$ cat config.mk
export PLATFORM = sky130hd
export DESIGN_NAME = gerador_tick_frac_flat
export DESIGN_NICKNAME = d
export VERILOG_FILES = /design/src/rtl/gerador_tick_frac_if.sv /design/src/rtl/gerador_tick_frac.sv /design/src/flat_wrapper.sv
export SDC_FILE = /design/constraint.sdc
export NUM_CORES = 1
export LEC_CHECK = 0
export ABC_AREA = 0
export BUFFER_PORTS_ARGS = -buffer_cell sky130_fd_sc_hd__clkbuf_2
export CAP_MARGIN = 30
export CORE_ASPECT_RATIO = 2
export CORE_MARGIN = 3
export CORE_UTILIZATION = 55
export DETAILED_ROUTE_END_ITERATION = 8
export MAX_ROUTING_LAYER = met4
export PLACE_DENSITY_LB_ADDON = 0.05
export SYNTH_ARGS = -nofsm -noshare
export SYNTH_HDL_FRONTEND = slang
export SYNTH_SLANG_ARGS = --single-unit
$ cat constraint.sdc
create_clock -name clock50M -period 6.7 [get_ports clock50M]
set_input_delay 1.005 -clock clock50M [delete_from_list [all_inputs] [get_ports clock50M]]
set_output_delay 1.005 -clock clock50M [all_outputs]
set_load 0.02 [all_outputs]
$ cat src/rtl/gerador_tick_frac_if.sv
// Control/status bundle of the fractional baud-tick generator.
interface gerador_tick_frac_if #(
  parameter int unsigned ACC_W = 32
);
  logic             enable;
  logic             baud_wr;
  logic [31:0]      baud_in;
  logic             busy;
  logic             cfg_err;
  logic [ACC_W-1:0] incr;
  logic             tick;
  logic             bit_tick;

  modport master (
    output enable, baud_wr, baud_in,
    input  busy, cfg_err, incr, tick, bit_tick
  );

  modport slave (
    input  enable, baud_wr, baud_in,
    output busy, cfg_err, incr, tick, bit_tick
  );
endinterface

$ cat src/rtl/gerador_tick_frac.sv
// Phase-accumulator oversample tick generator; the phase increment for a new
// baud rate is computed by a serial restoring divider (one quotient bit/cycle).
module gerador_tick_frac #(
  parameter int unsigned CLK_HZ       = 50000000,
  parameter int unsigned OVS          = 16,
  parameter int unsigned ACC_W        = 32,
  parameter int unsigned DEFAULT_BAUD = 115200
) (
  input logic               clock50M,
  input logic               reset,
  gerador_tick_frac_if.slave bus
);

  localparam int unsigned CW  = $clog2(ACC_W + 1);
  localparam int unsigned OCW = $clog2(OVS);
  localparam logic [39:0] CLK40  = 40'(CLK_HZ);
  localparam logic [39:0] HALF40 = 40'(CLK_HZ / 2);

  function automatic logic [ACC_W-1:0] calc_inc(input logic [39:0] baud);
    logic [127:0] num;
    num = (128'(baud) * 128'(OVS)) << ACC_W;
    return ACC_W'(num / 128'(CLK_HZ));
  endfunction

  localparam logic [ACC_W-1:0] INC_RST = calc_inc(40'(DEFAULT_BAUD));

  typedef enum logic [1:0] {IDLE, DIV, LOAD} state_t;

  state_t           state;
  logic [39:0]      rem;
  logic [ACC_W-1:0] quo;
  logic [CW-1:0]    iter;
  logic [ACC_W-1:0] acc;
  logic [OCW-1:0]   ovs_cnt;

  logic [39:0]      scaled;
  logic             wr_bad;
  logic [40:0]      dbl;
  logic             ge;
  logic [39:0]      rem_next;
  logic [ACC_W:0]   sum;

  always_comb begin
    scaled   = 40'(bus.baud_in) * 40'(OVS);
    wr_bad   = (bus.baud_in == '0) || (scaled > HALF40);
    dbl      = {rem, 1'b0};
    ge       = dbl >= {1'b0, CLK40};
    // the true difference is below CLK_HZ, so 40-bit modular subtraction is exact
    rem_next = ge ? (dbl[39:0] - CLK40) : dbl[39:0];
    sum      = {1'b0, acc} + {1'b0, bus.incr};
  end

  always_ff @(posedge clock50M or posedge reset) begin
    if (reset) begin
      state        <= IDLE;
      rem          <= '0;
      quo          <= '0;
      iter         <= '0;
      acc          <= '0;
      ovs_cnt      <= '0;
      bus.busy     <= 1'b0;
      bus.cfg_err  <= 1'b0;
      bus.incr     <= INC_RST;
      bus.tick     <= 1'b0;
      bus.bit_tick <= 1'b0;
    end else begin
      bus.tick     <= 1'b0;
      bus.bit_tick <= 1'b0;

      // LOAD restarts the phase with the new increment and suppresses any carry
      if (state == LOAD) begin
        acc     <= '0;
        ovs_cnt <= '0;
      end else if (bus.enable) begin
        acc      <= sum[ACC_W-1:0];
        bus.tick <= sum[ACC_W];
        if (sum[ACC_W]) begin
          if (ovs_cnt == OCW'(OVS - 1)) begin
            ovs_cnt      <= '0;
            bus.bit_tick <= 1'b1;
          end else begin
            ovs_cnt <= ovs_cnt + 1'b1;
          end
        end
      end

      case (state)
        IDLE: begin
          if (bus.baud_wr) begin
            if (wr_bad) begin
              bus.cfg_err <= 1'b1;
            end else begin
              bus.cfg_err <= 1'b0;
              rem         <= scaled;
              quo         <= '0;
              iter        <= CW'(ACC_W);
              bus.busy    <= 1'b1;
              state       <= DIV;
            end
          end
        end
        DIV: begin
          rem  <= rem_next;
          quo  <= {quo[ACC_W-2:0], ge};
          iter <= iter - 1'b1;
          if (iter == CW'(1)) state <= LOAD;
        end
        LOAD: begin
          bus.incr <= quo;
          bus.busy <= 1'b0;
          state    <= IDLE;
        end
        default: state <= IDLE;
      endcase
    end
  end

endmodule

$ cat src/flat_wrapper.sv
// flat-port wrapper written by rule: the top's interface ports become plain ports
module gerador_tick_frac_flat 
#(
  parameter int unsigned CLK_HZ       = 50000000,
  parameter int unsigned OVS          = 16,
  parameter int unsigned ACC_W        = 32,
  parameter int unsigned DEFAULT_BAUD = 115200
)
  (clock50M, reset, bus_enable, bus_baud_wr, bus_baud_in, bus_busy, bus_cfg_err, bus_incr, bus_tick, bus_bit_tick);
  gerador_tick_frac_if #(.ACC_W(ACC_W)) bus_i ();
  input logic clock50M;
  input logic reset;
  input wire logic [$bits(bus_i.enable)-1:0] bus_enable;
  input wire logic [$bits(bus_i.baud_wr)-1:0] bus_baud_wr;
  input wire logic [$bits(bus_i.baud_in)-1:0] bus_baud_in;
  output wire logic [$bits(bus_i.busy)-1:0] bus_busy;
  output wire logic [$bits(bus_i.cfg_err)-1:0] bus_cfg_err;
  output wire logic [$bits(bus_i.incr)-1:0] bus_incr;
  output wire logic [$bits(bus_i.tick)-1:0] bus_tick;
  output wire logic [$bits(bus_i.bit_tick)-1:0] bus_bit_tick;
  assign bus_i.enable = bus_enable;
  assign bus_i.baud_wr = bus_baud_wr;
  assign bus_i.baud_in = bus_baud_in;
  assign bus_busy = bus_i.busy;
  assign bus_cfg_err = bus_i.cfg_err;
  assign bus_incr = bus_i.incr;
  assign bus_tick = bus_i.tick;
  assign bus_bit_tick = bus_i.bit_tick;
  gerador_tick_frac #(.CLK_HZ(CLK_HZ), .OVS(OVS), .ACC_W(ACC_W), .DEFAULT_BAUD(DEFAULT_BAUD)) u_core (.clock50M(clock50M), .reset(reset), .bus(bus_i));
endmodule
After elaboration in Yosys (flattened, before gate mapping):

Index checks and enable logic that the tools add are counted.

* add/subtract/negate cells: 4
* order comparisons: 2
* equal/unequal tests: 7
* muxes and demuxes: 30
* reduce and logical (&&, ||, !) cells: 12

Operator list (count)
* 32-bit 2-to-1 mux: 4
* 40-bit 2-to-1 mux: 3
* 40-bit one-hot mux with 2 select lines: 1
* 32-bit one-hot mux with 2 select lines: 1
* 41-bit by 26-bit >= comparator with 1-bit output, second input constant: 1
* 40-bit by 26-bit subtractor with 40-bit output, second input constant: 1
* 36-bit by 25-bit greater-than comparator with 1-bit output, second input constant: 1
* 32-bit by 32-bit adder with 33-bit output: 1
* 32-bit logical NOT: 1
* 4-bit 2-to-1 mux: 4
* 6-bit 2-to-1 mux: 2
* 6-bit one-hot mux with 2 select lines: 1
* 1-bit 2-to-1 mux: 9
* 3-bit AND reduction: 3
* 2-bit nonzero test: 4
* 6-bit by 1-bit equality test with 1-bit output, second input constant: 1
* 2-bit 2-to-1 mux: 3
* 6-bit by 1-bit subtractor with 6-bit output, second input constant: 1
* 4-bit by 1-bit adder with 4-bit output, second input constant: 1
* 4-bit equality test, second input constant: 1
* 2-bit inequality test, second input constant: 2
* 2-bit one-hot mux with 2 select lines: 1
* 2-bit AND reduction: 2
* 2-bit by 1-bit equality test with 1-bit output, second input constant: 1
* other kinds (5): 5

* register bits: 152
* input port bits: 36
* output and inout port bits: 36
* logic and storage cells: 66

Depth between registers and ports, before layout:

* depth in word-level cells: 5
* gate-level depth with buffers: 11
* mapped depth without buffers: 10

Worst setup path after synthesis:

OpenSTA, ideal clock, no wires.

* path kind: in2reg
* from: input bus_baud_in[20]
* to: register u_core.rem[5]
* setup time: 0.128 ns
* arrival: 2.662 ns
* data required time: 6.572 ns
* slack: 3.910 ns
* stages: 8
* buffers on the path: 2
* path through: or4_1 > nor4_1 > a31oi_1 > o31a_1 > o21ai_2 > buf_2 > buf_2 > o21ai_0

* longest elaborated chain between the ends: 4

Ends and longest elaborated chain
* from (decl): RTL line flat_wrapper.sv:15 `input wire logic [$bits(bus_i.baud_in)-1:0] bus_baud_in;`
* 36-bit by 25-bit greater-than comparator with 1-bit output / 32-bit logical NOT (equally long branches): RTL line gerador_tick_frac.sv:45 `wr_bad = (bus.baud_in == '0) || (scaled > HALF40);`
* 1-bit logical OR (*): RTL line gerador_tick_frac.sv:45
* 2-bit inequality test (no source line) (*)
* 3-bit AND reduction (no source line) (*)
* to (signal assigned): RTL line gerador_tick_frac.sv:94 `rem <= scaled;`
* to (signal assigned): RTL line gerador_tick_frac.sv:103 `rem <= rem_next;`
* to (decl): RTL line gerador_tick_frac.sv:30 `logic [39:0] rem;`

Mark *: on every way between the ends. The rest lies on a longest branch, timed or not.
A chain may end at the register's enable or synchronous reset.

Worst setup path in the final report:

* from: input bus_baud_in[20]
* to: register u_core.iter[4]

* longest elaborated chain between the ends: 4

Ends and longest elaborated chain
* 36-bit by 25-bit greater-than comparator with 1-bit output / 32-bit logical NOT (equally long branches): RTL line gerador_tick_frac.sv:45
* 1-bit logical OR (*): RTL line gerador_tick_frac.sv:45
* 2-bit inequality test (no source line) (*)
* 3-bit AND reduction (no source line) (*)
* to (signal assigned): RTL line gerador_tick_frac.sv:96 `iter <= CW'(ACC_W);`
* to (signal assigned): RTL line gerador_tick_frac.sv:105 `iter <= iter - 1'b1;`
* to (decl): RTL line gerador_tick_frac.sv:32 `logic [CW-1:0] iter;`

Marks and branches as above.

==> impl_metrics.py <==
metrics = {
    "synthesis": {
        "syn_inst": 937,
        "yosysUniqueCellTypes": 82,
        "synth-simple-area-share_pct": 21.1,
        "synthXorXnorAreaFrac_pct": 4.99,
        "synth_top_family_by_area": "simple AND/OR/NAND/NOR gates",
        "syn_avg_cell_area_um2": 9.18,
        "synth_compound_area_share_pct": 20.1,
        "syn_area_um2": 8610,
        "ys_warn_count": 0,
        "synth_seq_cells": 148,
        "yosysTopAreaCell": "dfrtp_1",
        "synth_fa_ha_area_share_pct": 5.61,
        "ys_async_sr_fraction_pct": 100,
        "yosys_most_used_dff": "dfrtp_1",
        "synth_top_area_share_pct": 38.1,
        "syn_nets": 1011,
        "synth_seq_area_share_pct": 43.3,
        "synth_edf_count": 0,
        "synthTopCellsByArea": "dfrtp_1 38%, nand2_1 7.2%, ha_1 5.4%",
        "synth.area.mux_share_pct": 1.98,
    },
    "grt": {
        "grt_util_met1_pct": 29.2,
        "grt_usage_pct": 27.2,
        "antenna_found_initial": 0,
        "first_global_vias": 7098,
        "use_met3_pct": 3.61,
        "grt_overflow_total": 0,
        "grt_pass1_wl_um": 35700,
        "grt_max_degree": 101,
        "busiest_layer": "met2",
        "grt_util_met2_pct": 49.5,
    },
    "placement": {
        "hpwlAfterDp_um": 15600,
        "placed_cells": 1168,
        "portBuffers": 71,
        "gp_congestion": 0.876,
    },
    "cts": {
        "htreeDepth": 4,
        "cts_sinks": 148,
        "numCtsBuffers": 17,
        "clkLatencyLatePin_ns": 0.42,
        "clockBufferDepth": 2,
        "postCtsHoldBufs": 0,
        "cts_tree": "yes",
        "cts_resized": 0,
        "post-cts-setup-buffers": 0,
        "clkSlewWorstSetupHoldPaths_ns": 0.06,
        "root_buffer": "clkbuf_16",
    },
    "detailed_routing": {
        "route.detailed.drc": 0,
        "ant_nets": 0,
        "vias_per_cell": 5.97,
        "route.vias.total": 7170,
        "drtIter0Drc": 365,
        "routed_wirelength_um": 21700,
        "firstDrtPassIters": 7,
        "wl_per_cell_um": 18.1,
    },
    "timing": {
        "setup_violations": 0,
        "fin_crit_sh_pct": 51.7,
        "rsz0062_at_grt": "no",
        "period_needed_ns": 3.46,
        "skew_ns": 0.00754,
        "max_clock_freq_mhz": 289,
        "slew_violations": 0,
        "tightest_slew_ns": 0.877,
        "relSlewSlack_pct": 41.3,
        "hold_viol": 0,
        "timing.hold.ws_ns": 0.471,
        "final.setup.tns_ns": 0,
    },
    "min_path": {
        "hp-class": "reg -> reg",
    },
    "critical_path": {
        "criticalPathCategory": "in -> reg",
        "crit_path_end_kind": "flop",
        "worstPathArrival_ns": 3.74,
        "cp-start-kind": "input port",
        "crit_fanout": 46,
        "crit_required_ns": 6.98,
        "r2r_slack_ns": 3.42,
    },
    "finish": {
        "ff_latch_area_um2": 3720,
        "n_fill_cell": 1389,
        "nNetsFinal": 1064,
        "final_cell_mix": "165 x nand2_1, 131 x dfrtp_1, 71 x clkbuf_2",
        "finish.utilization_pct": 64.0,
        "n_antenna_cell": 0,
        "final_common_cell": "nand2_1",
        "multi_input_area_um2": 4640,
        "drive_above_1_share_pct": 16.4,
        "stdcell_count": 1201,
        "area_growth_pct": 13.8,
    },
    "pwr": {
        "power_leakage_nw": 4.69,
        "ir_drop_mv": 0.225,
        "power_density_nw_per_um2": 245,
        "finalPower_w": 0.00240,
    },
    "floorplanning": {
        "start_util_pct": 56.3,
        "core_area_um2": 15300,
        "io-pin-count": 72,
        "die_w_um": 94.5,
        "die_area_um2": 17300,
        "core.rowCount": 64,
        "die_y_um": 183,
    },
    "run_status": {
        "status": "complete, no violations",
    },
    "flow_run": {
        "cap_viol_max_count": 0,
    },
}
==> report_power, final <==
| part | total, W | internal, W | switching [W] | leakage, nW |
|---|---|---|---|---|
| clock network | 0.00107 | 0.000676 | 0.000394 | 0.321 |
| registers | 0.00105 | 0.000958 | 0.0000871 | 1.85 |
| logic | 0.000280 | 0.000127 | 0.000153 | 2.52 |
==> registers in the layout, indices dropped and copies added (netlist names) <==
register             cells
u_core.bus.tick          1
u_core.bus.incr         32
u_core.quo              32
u_core.rem              36
u_core.state             2
u_core.bus.busy          1
u_core.iter              6
u_core.ovs_cnt           4
u_core.acc              32
u_core.bus.bit_tick      1
u_core.bus.cfg_err       1
==> cell families after synthesis <==
family          after synthesis
flops                       148
fa+ha+maj                    38
xor+xnor                     49
compound gates              252
mux                          17
simple gates                368
buf+inv                      65
==> final timing paths <==
kind	start	depth (start not counted)	end
worst max-delay path	bus_baud_in[20]	10	u_core.iter[4]$_DFFE_PP0P_
worst min-delay path	u_core.bus.incr[14]$_DFFE_PP1P_	2	u_core.bus.incr[14]$_DFFE_PP1P_
worst max register to register	u_core.bus.incr[0]$_DFFE_PP0P_	10	u_core.acc[30]$_DFFE_PP0P_
worst min register to register	u_core.bus.incr[14]$_DFFE_PP1P_	2	u_core.bus.incr[14]$_DFFE_PP1P_
max in group asynchronous	reset	4	u_core.rem[39]$_DFFE_PP0P_
min in group asynchronous	reset	2	u_core.acc[1]$_DFFE_PP0P_
==> cells in the mapped netlist, drive strengths merged, types with 5 or more instances <==
cell type / n
inv: 20
nand2b: 7
a21oi: 52
clkbuf: 32
xor2: 18
xnor2: 31
nand3: 21
nor2: 71
a22o: 33
nand4b: 5
a211oi: 9
o211ai: 7
or3: 8
nand2: 165
o21a: 7
buf: 13
dfrtp: 131
o21bai: 7
nand4: 7
or4: 5
nor4: 15
dfstp: 17
ha: 37
a21o: 14
a31oi: 12
nor4b: 8
mux2i: 17
o22ai: 7
a22oi: 10
nor2b: 12
nor3: 23
and3: 8
o21ai: 64
==> worst max-delay path, stage by stage <==
cell	delay (ns)
clkbuf_2	0.12
or4_1	0.51
nor4_1	0.18
a31oi_1	0.12
o31a_1	0.19
o21ai_4	0.71
buf_4	0.56
nor4_1	0.12
xnor2_1	0.15
nor2_1	0.05
==> routing by layer <==
| layer | vias to the layer above | part of all wire, % |
|---|---|---|
| li1 | 3483 | - |
| met1 | 3488 | 38 |
| met4 | 0 | 3.4 |
| met5 | - | 0 |
| met2 | 157 | 56 |
| met3 | 42 | 2.8 |
==> through the flow <==
stage / worst slack (ns) / cell area, um2
CTS: 3.23 / 9760
floorplan: 1.74 / 8610
detailed placement: 2.79 / 9100
global placement: 2.80 / 9100
finish: 3.24 / 9790
global route: 3.03 / 9790
==> cell type report <==
class,instances,area share (%)
clock buffers,18,4.49
clock inverters,14,2.29
inverters,20,0.818
multi-input cells,724,47.4
flip-flops and latches,148,38.0
well taps,198,2.53
repair buffers,79,4.45
Note: power is estimated with default switching activity, not from simulation.
